$ cat src/rtl/imm_ext_pipe.sv
// imm_ext_pipe: two-stage immediate generator with valid/ready flow control.
// Ports: CLK/RST_n, flush, in_valid/in_ready + OP/PC4/ExtSel in, out_valid/out_ready + Out/out_err out.
module imm_ext_pipe #(
    parameter int DATA_W = 32
) (
    input  logic              CLK,
    input  logic              RST_n,
    input  logic              flush,
    input  logic              in_valid,
    output logic              in_ready,
    input  logic [31:0]       OP,
    input  logic [DATA_W-1:0] PC4,
    input  logic [2:0]        ExtSel,
    output logic              out_valid,
    input  logic              out_ready,
    output logic [DATA_W-1:0] Out,
    output logic              out_err
);

    // Only the PC region above the 256 MB jump window is carried forward.
    localparam int PCU_W = DATA_W - 28;

    // Stage 1 state
    logic              s1_valid_q, s1_valid_d;
    logic [25:0]       op_q, op_d;
    logic [PCU_W-1:0]  pcu_q, pcu_d;
    logic [2:0]        sel_q, sel_d;

    // Stage 2 state
    logic              s2_valid_q, s2_valid_d;
    logic [DATA_W-1:0] out_q, out_d;
    logic              err_q, err_d;

    logic              s2_adv;
    logic              accept;
    logic              move;

    logic [15:0]       imm;
    logic [DATA_W-1:0] ext;
    logic              ext_err;

    logic              unused_pc;
    assign unused_pc = ^PC4[27:0];

    assign s2_adv   = !s2_valid_q || out_ready;
    assign in_ready = !s1_valid_q || s2_adv;
    assign accept   = in_valid && in_ready && !flush;
    assign move     = s1_valid_q && s2_adv && !flush;

    // Extension datapath, fed from stage 1
    assign imm = op_q[15:0];

    always_comb begin
        ext     = '0;
        ext_err = 1'b0;
        unique case (sel_q)
            3'b000: ext = DATA_W'(op_q[10:6]);
            3'b001: ext = DATA_W'(imm);
            3'b010: ext = DATA_W'($signed(imm));
            3'b011: ext = DATA_W'($signed({imm, 16'h0000}));
            // Shift drops the top two bits of the sign-extended value.
            3'b100: ext = DATA_W'($signed(imm)) << 2;
            3'b101: ext = {pcu_q, op_q, 2'b00};
            default: begin
                ext     = '0;
                ext_err = 1'b1;
            end
        endcase
    end

    // Stage 1 next state: load on accept, drain on move, clear on flush.
    always_comb begin
        s1_valid_d = s1_valid_q;
        op_d       = op_q;
        pcu_d      = pcu_q;
        sel_d      = sel_q;
        if (flush) begin
            s1_valid_d = 1'b0;
        end else if (accept) begin
            s1_valid_d = 1'b1;
            op_d       = OP[25:0];
            pcu_d      = PC4[DATA_W-1:28];
            sel_d      = ExtSel;
        end else if (move) begin
            s1_valid_d = 1'b0;
        end
    end

    // Stage 2 next state: data only changes when a new entry arrives,
    // so Out holds while stalled and after draining.
    always_comb begin
        s2_valid_d = s2_valid_q;
        out_d      = out_q;
        err_d      = err_q;
        if (flush) begin
            s2_valid_d = 1'b0;
        end else if (move) begin
            s2_valid_d = 1'b1;
            out_d      = ext;
            err_d      = ext_err;
        end else if (s2_adv) begin
            s2_valid_d = 1'b0;
        end
    end

    always_ff @(posedge CLK or negedge RST_n) begin
        if (!RST_n) begin
            s1_valid_q <= 1'b0;
            op_q       <= '0;
            pcu_q      <= '0;
            sel_q      <= '0;
            s2_valid_q <= 1'b0;
            out_q      <= '0;
            err_q      <= 1'b0;
        end else begin
            s1_valid_q <= s1_valid_d;
            op_q       <= op_d;
            pcu_q      <= pcu_d;
            sel_q      <= sel_d;
            s2_valid_q <= s2_valid_d;
            out_q      <= out_d;
            err_q      <= err_d;
        end
    end

    assign out_valid = s2_valid_q;
    assign Out       = out_q;
    assign out_err   = err_q;

endmodule

$ cat config.mk
export PLATFORM = sky130hd
export DESIGN_NAME = imm_ext_pipe
export DESIGN_NICKNAME = d
export VERILOG_FILES = /design/src/rtl/imm_ext_pipe.sv
export SDC_FILE = /design/constraint.sdc
export NUM_CORES = 1
export LEC_CHECK = 0
export CORE_ASPECT_RATIO = 0.5
export CORE_MARGIN = 10
export CORE_UTILIZATION = 30
export DETAILED_ROUTE_END_ITERATION = 10
export SYNTH_ARGS = -nofsm -noshare
export SYNTH_HDL_FRONTEND = slang
export SYNTH_SLANG_ARGS = --single-unit
$ cat constraint.sdc
create_clock -name CLK -period 1.9 [get_ports CLK]
set_clock_uncertainty 0.05 [all_clocks]
set_input_delay 0.38 -clock CLK [delete_from_list [all_inputs] [get_ports CLK]]
set_output_delay 0.38 -clock CLK [all_outputs]
set_load 0.01 [all_outputs]
==> metrics.md <==
| Metric | Value |
|---|---|
| RSZ-0062 raised after global routing | `false` |
| Worst-Skew Late Latency | `0.33 ns` |
| Pint | `3570 uW` |
| Layout cells sized above 1 | `0.223` |
| Asr flop ratio synth | `1.00` |
| R2r setup slk | `0.21 ns` |
| Critical path peak fanout | `17` |
| Slew @ Worst Pin | `0.455 ns` |
| Io pins | `107` |
| Non-Filler Instances | `498` |
| Gpl congestion | `0.831` |
| Nets | `427` |
| Hpwl dp | `6700 um` |
| Largest net degree at the start of global routing | `69` |
| Sequential share of power | `0.401` |
| Initial antenna violation count | `0` |
| Initial cell density of the core | `0.309` |
| Die ar. | `15400 um2` |
| DR WL/cell | `18.0 um` |
| Setup ws final | `0.112 ns` |
| N_diodes | `0` |
| Yosys warns | `0` |
| Final Critical Period | `1.79 ns` |
| Setup Buffers After CTS | `0` |
| Sw Ratio | `0.282` |
| Post-Syn Nets | `348` |
| Final worst path period share | `0.941` |
| Post-synth cell types | `29` |
| #FFs+latches synth | `68` |
| Fmax | `0.559 GHz` |
| Slew Limit Fails | `0` |
| HP Class | `in2async` |
| Area growth syn-to-layout | `40.2%` |
| Vias per cell | `5.05` |
| Outcome | `finished, violations left` |
| Iteration-0 DRC Markers | `173` |
| Failing checks | `negative hold slack` |
| Syn_area_per_cell | `11.5 um2` |
| Pre-CTS WS | `-0.207 ns` |
| Worst vdd ir | `0.346 mV` |
| Comb power frac | `0.271` |
| Buffers on Ports | `72` |
| Startpoint types | `input port` |
| Core Util, Final | `0.433` |
| First-pass GRT wire length | `14300 um` |
| Critical Path AT | `1.94 ns` |
| Clock transition at path regs | `0.06 ns` |
| Hold Slack | `-0.00940 ns` |
| Num CTS Buffers | `9` |
| Total wire length | `8970 um` |
| Total grt overflow | `0` |
| CTS hold repair buffers | `0` |
| Drt pass-1 iters | `4` |
| Core ar. | `10300 um2` |
| Root buffer cell | `clkbuf_16` |
| Number of synthesized flops with an enable pin | `0` |
| CTS H-tree lvls | `3` |
| Pleak | `0.00185 uW` |
| Max Cap Violations | `0` |
| Sequential-to-total area share from yosys stat | `0.536` |
| Placed cells | `484` |
| Die X | `166 um` |
| Clock power frac | `0.329` |
| Ys flop type | `dfrtp_1` |
| # DRC | `0` |
| P_sw | `1400 uW` |
| Die Height | `92.8 um` |
| Mapped cell area | `3180 um2` |
| Critical path type | `in2reg` |
| Relative slew margins | `0.696` |
| Power Density | `1110 nW/um2` |
| Total GRT Usage | `0.119` |
| Setup crit end kind | `flip-flop` |
| Number of global-route vias before repair | `2621` |
| CP required | `2.06 ns` |
| Post-Syn Instances | `276` |
| Rows | `26` |
| Final setup viols | `0` |
| Final-report hold violation count | `2` |
| Via count | `2514` |
| CTS max path bufs | `2` |
| Total clock sinks | `68` |
| Total Power | `4960 uW` |
| CTS tree | `yes` |
| Detail Route Antenna Nets | `0` |
[through the flow]
stage,cell area (um2),TNS [ns]
after CTS,4450,0
final,4450,0
after global routing,4450,0
after floorplan,3180,0
after detailed placement,4160,-6.87
after global placement,4160,-5.47
[registers in the layout, indices dropped and copies added, names as in the netlist]
name and count:
out_err 1, s1_valid_q 1, out_valid 1, sel_q 3, pcu_q 4, op_q 26
Out 32
[power groups by stage]
stage | clock (uW) | sequential, uW | combinational, uW
2_1_floorplan | 0 | 1990 | 654
3_3_place_gp | 0 | 2000 | 1330
3_5_place_dp | 0 | 2010 | 1360
4_1_cts | 1670 | 1990 | 1370
5_1_grt | 1740 | 2030 | 1470
6_report | 1630 | 1990 | 1340
[synthesized netlist by cell type, types with 8 or more instances]
library cell / count / area, um2
a21oi_1: 12 / 60.1
nand2_1: 21 / 78.8
a22o_2: 9 / 90.1
nand3_1: 13 / 65.1
nor2_1: 18 / 67.6
a22oi_1: 14 / 105
dfrtp_1: 68 / 1700
o21ai_0: 8 / 40.0
clkbuf_1: 8 / 30.0
a22o_1: 9 / 78.8
mux2_2: 33 / 372
o211ai_1: 12 / 90.1
buf_2: 13 / 65.1
a2bb2oi_1: 11 / 96.3
[kinds of logic after synthesis]
| logic type | after synthesis | share of synthesized area |
|---|---|---|
| xor gates and xnor gates | 1 | 0.00276 |
| AOI/OAI and AO/OA | 82 | 0.199 |
| and+or+nand+nor | 62 | 0.0910 |
| DFF | 68 | 0.536 |
| buffers and inverters | 25 | 0.0394 |
| muxes | 38 | 0.133 |
[critical path: stages]
cell	delay (ns)
clkdlybuf4s50_1	0.50
nor2b_4	0.06
or3b_1	0.52
buf_12	0.22
a22o_2	0.25
[final cells by class]
class | count | area, um2
multi-input combinational | 183 | 1360
sequential | 68 | 1700
tap | 140 | 175
clock buffer | 12 | 256
inverter | 2 | 7.51
fill | 976 | 5830
clock inverter | 2 | 35.0
timing repair buffer | 91 | 920
[timing repair]
| action | in CTS | in global routing |
|---|---|---|
| endpoints found under the setup margin | 1 | 7 |
| gates cloned | 0 | 0 |
| gates resized for setup | 1 | 1 |
[metal layers]
layer	vias to the layer above	routed length [um]	GRT usage
li1	1176	-	-
met1	1245	3940	0.145
met2	79	4240	0.185
met3	14	653	0.0420
met4	0	139	0.0538
met5	-	0	0
[placed cells by master, fill, tap and decap left out, types with 2 or more instances in the layout]
cell type,n
a21oi_1,12
a22o_1,9
a22o_2,9
a22oi_1,14
a2bb2oi_1,11
buf_12,5
buf_4,14
clkbuf_16,9
clkbuf_8,2
clkdlybuf4s50_1,70
dfrtp_1,68
inv_1,2
mux2_2,33
mux2i_1,5
nand2_1,21
nand3_1,13
nor2_1,18
nor2b_1,3
o211ai_1,12
o21ai_0,8
o2bb2ai_1,3
[worst paths after layout]
kind                           start        end  cells after the start
max in group asynchronous      RST_n    op_q[5]                      2
min                            RST_n  out_valid                      2
max reg2reg                 sel_q[2]    Out[29]                      5
max                        out_ready    Out[27]                      5
min in group CLK              Out[3]     Out[3]                      2
min reg2reg                   Out[3]     Out[3]                      2
(Power assumes the default switching activity.)
